--- src/rtl/i2c_bus_monitor_pkg.sv ---
// Shared constants, bus state type and bit-counter helper for the I2C bus monitor.
package i2c_bus_monitor_pkg;

  // Frame layout: 8 data bits followed by one ACK bit.
  localparam int unsigned I2C_FRAME_BITS = 9;
  localparam int unsigned I2C_DATA_BITS  = 8;

  // Level of a released (idle) I2C line.
  localparam logic I2C_IDLE_LEVEL = 1'b1;

  // Width of the in-frame bit counter (must hold 0..I2C_FRAME_BITS-1).
  localparam int unsigned BIT_CNT_W = 4;

  // Bus ownership state as seen on the wire.
  typedef enum logic {
    ST_IDLE = 1'b0,
    ST_BUSY = 1'b1
  } bus_state_t;

  // Advance the frame bit counter, wrapping after the ACK bit.
  function automatic logic [BIT_CNT_W-1:0] bit_cnt_next(input logic [BIT_CNT_W-1:0] cnt);
    if (cnt == BIT_CNT_W'(I2C_FRAME_BITS - 1)) begin
      return '0;
    end
    return cnt + BIT_CNT_W'(1);
  endfunction

  // True for bit positions that belong to the data byte (not the ACK slot).
  function automatic logic is_data_bit(input logic [BIT_CNT_W-1:0] cnt);
    return (cnt < BIT_CNT_W'(I2C_DATA_BITS));
  endfunction

  // True for the last data bit of a frame.
  function automatic logic is_last_data_bit(input logic [BIT_CNT_W-1:0] cnt);
    return (cnt == BIT_CNT_W'(I2C_DATA_BITS - 1));
  endfunction

endpackage

--- src/rtl/i2c_bus_monitor_line_edge.sv ---
// Per-line history register with combinational rise/fall decode.
// History resets to the idle line level so no edge appears out of reset.
module i2c_line_edge
  import i2c_bus_monitor_pkg::*;
(
  input  logic clk,
  input  logic rst,
  input  logic lvl,
  output logic lvl_d,
  output logic rise,
  output logic fall
);

  // Track the previous line level every cycle, independent of core enable.
  always_ff @(posedge clk or posedge rst) begin
    if (rst) begin
      lvl_d <= I2C_IDLE_LEVEL;
    end else begin
      lvl_d <= lvl;
    end
  end

  assign rise = lvl & ~lvl_d;
  assign fall = ~lvl & lvl_d;

endmodule

--- src/rtl/i2c_bus_monitor.sv ---
// I2C bus monitor: decodes START/STOP and SCL edges from filtered line levels,
// tracks bus busy, captures data/ACK bits, detects arbitration loss and
// times out on excessive SCL stretching. All outputs are registered.
module i2c_bus_monitor
  import i2c_bus_monitor_pkg::*;
#(
  parameter int unsigned TO_W = 16
) (
  input  logic            clk,
  input  logic            rst,
  input  logic            ena,
  input  logic            scl_s,
  input  logic            sda_s,
  input  logic            scl_oen,
  input  logic            sda_oen,
  input  logic            master_act,
  input  logic            stop_exp,
  input  logic [TO_W-1:0] to_cnt,
  input  logic            flag_clr,
  output logic            start_det,
  output logic            rstart_det,
  output logic            stop_det,
  output logic            busy,
  output logic            scl_rise,
  output logic            scl_fall,
  output logic            bit_valid,
  output logic            sda_bit,
  output logic            byte_valid,
  output logic [7:0]      byte_out,
  output logic            ack_valid,
  output logic            al,
  output logic            al_flag,
  output logic            stretch,
  output logic            stretch_to
);

  logic scl_d, scl_r, scl_f;
  logic sda_d, sda_r, sda_f;

  logic start_c, stop_c, bit_cap, al_c;

  bus_state_t state, state_nxt;

  logic [BIT_CNT_W-1:0]     bit_cnt;
  logic [I2C_DATA_BITS-1:0] shreg;
  logic [I2C_DATA_BITS-1:0] shreg_nxt;
  logic [TO_W-1:0]          str_cnt;

  i2c_line_edge u_scl_edge (
    .clk   (clk),
    .rst   (rst),
    .lvl   (scl_s),
    .lvl_d (scl_d),
    .rise  (scl_r),
    .fall  (scl_f)
  );

  i2c_line_edge u_sda_edge (
    .clk   (clk),
    .rst   (rst),
    .lvl   (sda_s),
    .lvl_d (sda_d),
    .rise  (sda_r),
    .fall  (sda_f)
  );

  // SDA transitions with SCL stable high are bus conditions, not data.
  assign start_c   = scl_s & scl_d & sda_f;
  assign stop_c    = scl_s & scl_d & sda_r;
  assign bit_cap   = ena & busy & scl_r;
  assign shreg_nxt = {shreg[I2C_DATA_BITS-2:0], sda_s};

  // Arbitration loss: released SDA read back low, or a STOP we did not issue.
  assign al_c = ena & master_act & ((scl_r & sda_oen & ~sda_s) | (stop_c & ~stop_exp));

  // Busy is the bus state register itself.
  assign busy = (state == ST_BUSY);

  // Bus state register.
  always_ff @(posedge clk or posedge rst) begin
    if (rst) begin
      state <= ST_IDLE;
    end else begin
      state <= state_nxt;
    end
  end

  // Bus state transitions; STOP wins over START, disable forces idle.
  always_comb begin
    state_nxt = state;
    if (!ena) begin
      state_nxt = ST_IDLE;
    end else if (stop_c) begin
      state_nxt = ST_IDLE;
    end else if (start_c) begin
      state_nxt = ST_BUSY;
    end
  end

  // Condition and SCL edge pulses.
  always_ff @(posedge clk or posedge rst) begin
    if (rst) begin
      start_det  <= 1'b0;
      rstart_det <= 1'b0;
      stop_det   <= 1'b0;
      scl_rise   <= 1'b0;
      scl_fall   <= 1'b0;
    end else begin
      start_det  <= ena & start_c & ~busy;
      rstart_det <= ena & start_c & busy;
      stop_det   <= ena & stop_c;
      scl_rise   <= ena & scl_r;
      scl_fall   <= ena & scl_f;
    end
  end

  // Bit/byte capture and frame bit counter.
  always_ff @(posedge clk or posedge rst) begin
    if (rst) begin
      bit_cnt    <= '0;
      shreg      <= '0;
      byte_out   <= '0;
      sda_bit    <= 1'b0;
      bit_valid  <= 1'b0;
      byte_valid <= 1'b0;
      ack_valid  <= 1'b0;
    end else begin
      bit_valid  <= 1'b0;
      byte_valid <= 1'b0;
      ack_valid  <= 1'b0;
      if (!ena) begin
        bit_cnt <= '0;
        shreg   <= '0;
      end else if (start_c || stop_c) begin
        bit_cnt <= '0;
      end else if (bit_cap) begin
        sda_bit   <= sda_s;
        bit_valid <= 1'b1;
        bit_cnt   <= bit_cnt_next(bit_cnt);
        if (is_data_bit(bit_cnt)) begin
          shreg <= shreg_nxt;
          if (is_last_data_bit(bit_cnt)) begin
            byte_out   <= shreg_nxt;
            byte_valid <= 1'b1;
          end
        end else begin
          ack_valid <= 1'b1;
        end
      end
    end
  end

  // Arbitration-lost pulse and sticky flag; a new loss beats a clear.
  always_ff @(posedge clk or posedge rst) begin
    if (rst) begin
      al      <= 1'b0;
      al_flag <= 1'b0;
    end else begin
      al <= al_c;
      if (al_c) begin
        al_flag <= 1'b1;
      end else if (flag_clr) begin
        al_flag <= 1'b0;
      end
    end
  end

  // SCL stretch detection, saturating stretch counter and sticky timeout.
  always_ff @(posedge clk or posedge rst) begin
    if (rst) begin
      stretch    <= 1'b0;
      str_cnt    <= '0;
      stretch_to <= 1'b0;
    end else begin
      stretch <= ena & busy & scl_oen & ~scl_s;
      if (!ena || !stretch) begin
        str_cnt <= '0;
      end else if (str_cnt != to_cnt) begin
        str_cnt <= str_cnt + TO_W'(1);
      end
      if (ena && stretch && (to_cnt != '0) && (str_cnt == to_cnt)) begin
        stretch_to <= 1'b1;
      end else if (flag_clr) begin
        stretch_to <= 1'b0;
      end
    end
  end

endmodule

--- config.mk ---
export PLATFORM = sky130hd
export DESIGN_NAME = i2c_bus_monitor
export DESIGN_NICKNAME = d
export VERILOG_FILES = /design/src/rtl/i2c_bus_monitor_pkg.sv /design/src/rtl/i2c_bus_monitor_line_edge.sv /design/src/rtl/i2c_bus_monitor.sv
export SDC_FILE = /design/constraint.sdc
export NUM_CORES = 1
export LEC_CHECK = 0
export CAP_MARGIN = 20
export CORE_MARGIN = 2
export CORE_UTILIZATION = 50
export CTS_BUF_LIST = sky130_fd_sc_hd__clkbuf_4 sky130_fd_sc_hd__clkbuf_8
export DETAILED_ROUTE_END_ITERATION = 6
export GPL_TIMING_DRIVEN = 0
export PLACE_DENSITY = 0.77
export REMOVE_ABC_BUFFERS = 1
export SETUP_SLACK_MARGIN = 0.02
export SLEW_MARGIN = 10
export SYNTH_ARGS = -nofsm -noshare
export SYNTH_HDL_FRONTEND = slang
export SYNTH_SLANG_ARGS = --single-unit
--- constraint.sdc ---
create_clock -name clk -period 3.2 [get_ports clk]
set_input_delay 0.32 -clock clk [delete_from_list [all_inputs] [get_ports clk]]
set_output_delay 0.32 -clock clk [all_outputs]
set_load 0.03 [all_outputs]
==> flow_metrics.tcl, run 1 <==
set metrics [dict create \
    die_h_um 74.27 \
    track_usage_pct 21.64 \
    wire_per_inst_um 14.92 \
    synth_edf_count 0 \
    die-width_um 74.27 \
    area_delta_synth_final_pct 24.99 \
    synth-seq-cells 51 \
    seq_area_um2 1279 \
    synth_commonest_cells "dfrtp_1 (49), nand2_1 (35), o21ai_0 (21)" \
    multi_input_area_um2 1095 \
    drtIter0Drc 114 \
    critical_path_arrival_ns 2.83 \
    post-route-drc-count 0 \
    critical_path_class "in -> reg" \
    setup_viol 0 \
    cts_tree "built" \
    initial_core_util_pct 51.92 \
    min_path_type "in -> async" \
    grt_pass1_wl_mm 9.045 \
    finalCriticalPeriod_ns 2.635 \
    peakVddDrop_mv 0.2446 \
    worstMarginPinSlew_ns 0.6208 \
    rsz0062_at_grt "false" \
    fp.dieArea_um2 5515 \
    yosys_most_used_dff "dfrtp_1" \
    relSlewSlack_pct 58.31 \
    clkLatencyLatePin_ns 0.30 \
    cts_max_level 2 \
    drt-pass1-iter-count 4 \
    hold_viol 0 \
    ys_types 41 \
    dp_hpwl_mm 3.777 \
    gp_congestion 0.8179 \
    synthCells 242 \
    drive_above_1_share_pct 8.621 \
    outcome "completed" \
    grt_start_max_net_pins 29 \
    finalWirelength_mm 5.325 \
    skew_ns 0.006397 \
    cts_resized 0 \
    p_leak_nw 1.265 \
    yosysTopAreaCell "dfrtp_1" \
    ant_nets 0 \
    vias 1963 \
    drv_slew 0 \
    path_clk_slew_ns 0.09 \
    period_share_pct 82.34 \
    core_area_um2 4755 \
    postCtsSetupRepairBufs 0 \
    netlist_area_um2 2469 \
    power_density_nw_per_um2 369.3 \
    diodes 0 \
    synth_most_common_cell "dfrtp_1" \
    crit_path_end_kind "flop" \
    antenna_found_initial 0 \
    clock_path_buffers 2 \
    clkSinkCount 51 \
    fin_cells 357 \
    fin_nets 318 \
    cp_max_fo 16 \
    io_pins 48 \
    yosysSeqAreaShare_pct 51.80 \
    cts_buffers 5 \
    synthArstFlopShare_pct 100.0 \
    fmax_ghz 0.3795 \
    required_ns 3.39 \
    vias_per_cell 5.499 \
    cap_violations 0 \
    ys_top_cells_by_area "dfrtp_1 (50%), xnor2_1 (6.4%), nand2_1 (5.3%)" \
    synth_top_cell_area_share_pct 49.67 \
    fin_util_pct 64.89 \
    fp-row-count 25 \
    start_kind "primary input" \
    grt_pass1_vias 1930 \
    port-buffer-count 47 \
    dp_cells 349 \
    grt_overflow_total 0 \
    syn_avg_cell_area_um2 10.20 \
    fillCellCount 420 \
    synth_warnings 0 \
    cts-hold-fix-buffers 0 \
    p_total_w 0.001140 \
    cts_root_buf "clkbuf_8" \
]
-- cells in the final DEF (no fill, tap or decap), types with 2 or more instances in the layout --
cell type / Yosys / layout
inv_1: 9 / 8
o21ai_0: 21 / 21
o21ai_1: 2 / 2
o31ai_1: 5 / 5
clkbuf_8: 0 / 5
and2_1: 3 / 3
nand2_1: 35 / 35
or3_2: 2 / 2
nor3_1: 2 / 2
xnor2_1: 18 / 18
clkdlybuf4s50_1: 0 / 47
dfstp_2: 2 / 2
ha_1: 3 / 3
nor3b_1: 3 / 3
or3_1: 3 / 3
and3_1: 3 / 3
a21oi_1: 13 / 13
nor2_1: 7 / 7
and3b_1: 2 / 2
nand3_1: 7 / 7
or4_1: 8 / 8
dfrtp_1: 49 / 49
nand4_1: 9 / 9
nor4_1: 6 / 6
mux2_2: 8 / 8
-- power breakdown --
part / switching [W] / internal [W] / total (W) / leakage [nW]
Clock: 0.000211 / 0.000162 / 0.000373 / 0.0446
Combinational: 0.0000547 / 0.0000530 / 0.000108 / 0.517
Sequential: 0.00000717 / 0.000652 / 0.000659 / 0.703
-- cell type report --
| class | count | share of cell area (%) |
|---|---|---|
| repair buffers | 49 | 16.38 |
| clock buffers | 6 | 2.474 |
| multi-input cells | 173 | 35.48 |
| clock inverters | 2 | 0.4055 |
| flip-flops and latches | 51 | 41.44 |
| well taps | 67 | 2.717 |
| inverters | 9 | 1.095 |
-- state kept, by name, summed over array words and instances (netlist names) --
register,count
start_det,1
busy,1
al,1
shreg,7
str_cnt,16
scl_rise,1
byte_valid,1
sda_bit,1
bit_cnt,4
al_flag,1
ack_valid,1
stretch,1
u_sda_edge.lvl_d,1
stop_det,1
bit_valid,1
scl_fall,1
rstart_det,1
byte_out,8
u_scl_edge.lvl_d,1
stretch_to,1
-- metal layers --
metal	wire length, um	vias to the layer above	share of wire [%]	GRT usage [%]
met5	0	-	0	0
met4	59	0	1.1	7.738
met3	159	6	3.0	4.201
met2	2679	40	50	35.52
met1	2427	956	46	28.95
li1	-	961	-	-
-- worst max-delay path: stages --
cell	delay, ns
clkdlybuf4s50_1	0.80
and3b_1	0.28
nand2_1	0.14
nor2_2	0.41
and3_1	0.49
mux2_2	0.38
-- path summary, 6_finish.rpt --
path / endpoint / slack (ns) / start / cells past startpoint
max: byte_out[5] / 0.57 / ena / 6
min: byte_out[0] / 0.36 / rst / 2
max reg2reg: byte_out[5] / 0.98 / u_scl_edge.lvl_d / 5
min reg2reg: al_flag / 0.48 / al_flag / 1
max in group asynchronous: str_cnt[3] / 2.32 / rst / 3
min in group clk: al_flag / 0.48 / al_flag / 1
-- logic make-up (layout without fill, tap and decap cells) --
| logic type | count (synthesis) | in the layout | share of synthesized area (%) |
|---|---|---|---|
| adders and majority gates | 3 | 3 | 1.521 |
| muxes | 9 | 9 | 4.055 |
| xor gates and xnor gates | 19 | 19 | 6.741 |
| buffers and inverters | 18 | 66 | 4.206 |
| DFF | 51 | 51 | 51.80 |
| and+or+nand+nor | 95 | 95 | 20.78 |
| AOI/OAI and AO/OA | 47 | 47 | 10.90 |
-- metrics by stage --
stage | TNS [ns] | hold slack [ns] | setup WS [ns] | instance area [um^2]
final | 0 | 0.3616 | 0.5652 | 3085
after global routing | 0 | 0.4315 | 0.3606 | 3085
after CTS | 0 | 0.3704 | 0.5729 | 3085
after detailed placement | 0 | 0.4679 | 0.2488 | 2997
after global placement | -1.710 | 0.4620 | -0.1675 | 2953
after floorplan | 0 | 0.3245 | 0.8007 | 2399
No activity file was read; power rests on OpenSTA's default activity.
==> run 2, diff against run 1 <==
Settings changed: CORE_UTILIZATION 50 to 48, PLACE_DENSITY 0.77 to 0.78.
Clock period 3.2 ns to 2.25 ns, I/O delays scaled along.
==> run 2 against run 1 <==
  * Non-clock buffer count grew 2
  * Core utilization fell by 3.0 points
  * Sequential cell count did not move
  * Combinational power up 40%
  * Critical path depth unchanged
  * First-iteration DRC count grew 54%
  * Clock skew up 0.0039 ns
  * Setup slack lost 0.21 ns
  * Register-to-register slack worse by 0.56 ns
  * Power up 45%
==> flow_metrics.tcl, run 2 (synthesis results as in run 1) <==
set metrics [dict create \
    outcome "completed" \
    largest_register_ffs 16 \
    peakVddDrop_mv 0.3896 \
    drt-pass1-iter-count 4 \
    cp_max_fo 9 \
    endpoint "byte_out[2]" \
    placed_cell_area_um2 3000 \
    critical_path_class "in -> reg" \
    fin_area_um2 3119 \
    antenna_found_initial 0 \
    cap_violations 0 \
    cts_tree "built" \
    mostFrequentLayoutCell "dfrtp_1" \
    cp-startpoint "scl_s" \
    drv_slew 0 \
    track_usage_pct 20.22 \
    crit_path_end_kind "flop" \
    area_delta_synth_final_pct 26.36 \
    power_density_nw_per_um2 529.6 \
    period_share_pct 84.09 \
    wire_per_inst_um 14.70 \
    fmax_ghz 0.5286 \
    cts_max_level 2 \
    diodes 0 \
    ant_nets 0 \
    fillCellCount 458 \
    grt_pass1_vias 1912 \
    die_h_um 75.72 \
    clkLatencyLatePin_ns 0.30 \
    vias_per_cell 5.511 \
    fin_nets 320 \
    skew_ns 0.01034 \
    io_pins 48 \
    r2r-end "str_cnt[13]" \
    grt_pass1_wl_mm 8.694 \
    worst_r2r_startpoint "str_cnt[3]" \
    top_register "str_cnt" \
    min_path_type "in -> async" \
    post-route-drc-count 0 \
    multi_input_area_um2 1101 \
    initial_core_util_pct 48.96 \
    setup_viol 0 \
    p_total_w 0.001652 \
    final_cell_mix "dfrtp_1 (49), clkdlybuf4s50_1 (46), nand2_1 (35)" \
    clock_path_buffers 2 \
    cts_buffers 5 \
    r2r_slack_ns 0.42 \
    drive_above_1_share_pct 9.589 \
    relSlewSlack_pct 63.59 \
    port-buffer-count 47 \
    finalWirelength_mm 5.322 \
    p_leak_nw 1.283 \
    critical_path_arrival_ns 2.08 \
    vias 1995 \
    core_area_um2 5042 \
    worstMarginPinSlew_ns 0.5449 \
    seq_area_um2 1279 \
    hold_viol 0 \
    grt_start_max_net_pins 32 \
    cts_root_buf "clkbuf_8" \
    reg_top3 "str_cnt x16, byte_out x8, shreg x7" \
    fp.dieArea_um2 5733 \
    gp_congestion 0.7925 \
    die-width_um 75.72 \
    start_kind "primary input" \
    grt_overflow_total 0 \
    drtIter0Drc 175 \
    rsz0062_at_grt "false" \
    finalCriticalPeriod_ns 1.892 \
    fp-row-count 26 \
    required_ns 2.44 \
    dp_hpwl_mm 3.794 \
    rr_worst_depth 5 \
    clkSinkCount 51 \
    path_clk_slew_ns 0.10 \
]
==> run 2: where the power goes <==
group          total, W  switching (W)  leakage, nW  internal [W]
clock          0.000563       0.000298       0.0519      0.000265
sequential     0.000937     0.00000997        0.703      0.000928
combinational  0.000151      0.0000762        0.528     0.0000751
total           0.00165       0.000385         1.28       0.00127
==> run 2: worst min path at each step <==
| stage | start | to |
|---|---|---|
| final | rst | byte_out[6] |
| after global routing | rst | byte_out[6] |
| after CTS | rst | byte_out[6] |
| after detailed placement | sda_bit | sda_bit |
| after global placement | sda_bit | sda_bit |
| after floorplan | scl_s | u_scl_edge.lvl_d |
==> run 2: repair_timing <==
| action | CTS | global route |
|---|---|---|
| gates resized for setup | 3 | 0 |
| setup endpoints to repair | 8 | 13 |
| pin swaps | 0 | 2 |
| buffers inserted | 0 | 2 |
| hold buffers | 0 | 0 |
| hold endpoints to repair | 0 | 0 |
==> run 2: layer usage <==
metal	wire (um)	part of all wire [%]	GRT usage, %	vias up
li1	-	-	-	960
met1	2358	44	27.24	978
met2	2647	50	33.24	52
met3	256	4.8	3.836	5
met4	59	1.1	6.628	0
met5	0	0	0	-
==> run 2: final cells by class <==
type	count	area share (%)
inverter	9	1.083
tap	70	2.808
timing repair buffer	51	16.65
clock buffer	7	2.888
sequential	51	40.99
clock inverter	1	0.2808
multi-input combinational	173	35.30
==> run 2: critical path, stage by stage <==
cell and delay [ns]:
clkdlybuf4s50_1 0.61, and3b_1 0.24, nand2_1 0.16, nor2_4 0.15, and3_2 0.32, mux2_2 0.36
==> run 2: metrics by stage <==
stage | hold slack [ns] | setup slack, ns | utilization [%] | setup TNS, ns | instances
floorplan | 0.2295 | -0.1493 | - | -1.934 | 233
global placement | 0.4624 | -0.9995 | 58.64 | -29.32 | 350
detailed placement | 0.4764 | -0.6061 | 59.50 | -5.502 | 352
CTS | 0.2501 | 0.1270 | 61.56 | 0 | 360
global route | 0.2931 | 0.2308 | 61.86 | 0 | 362
finish | 0.2379 | 0.3581 | 61.86 | 0 | 362
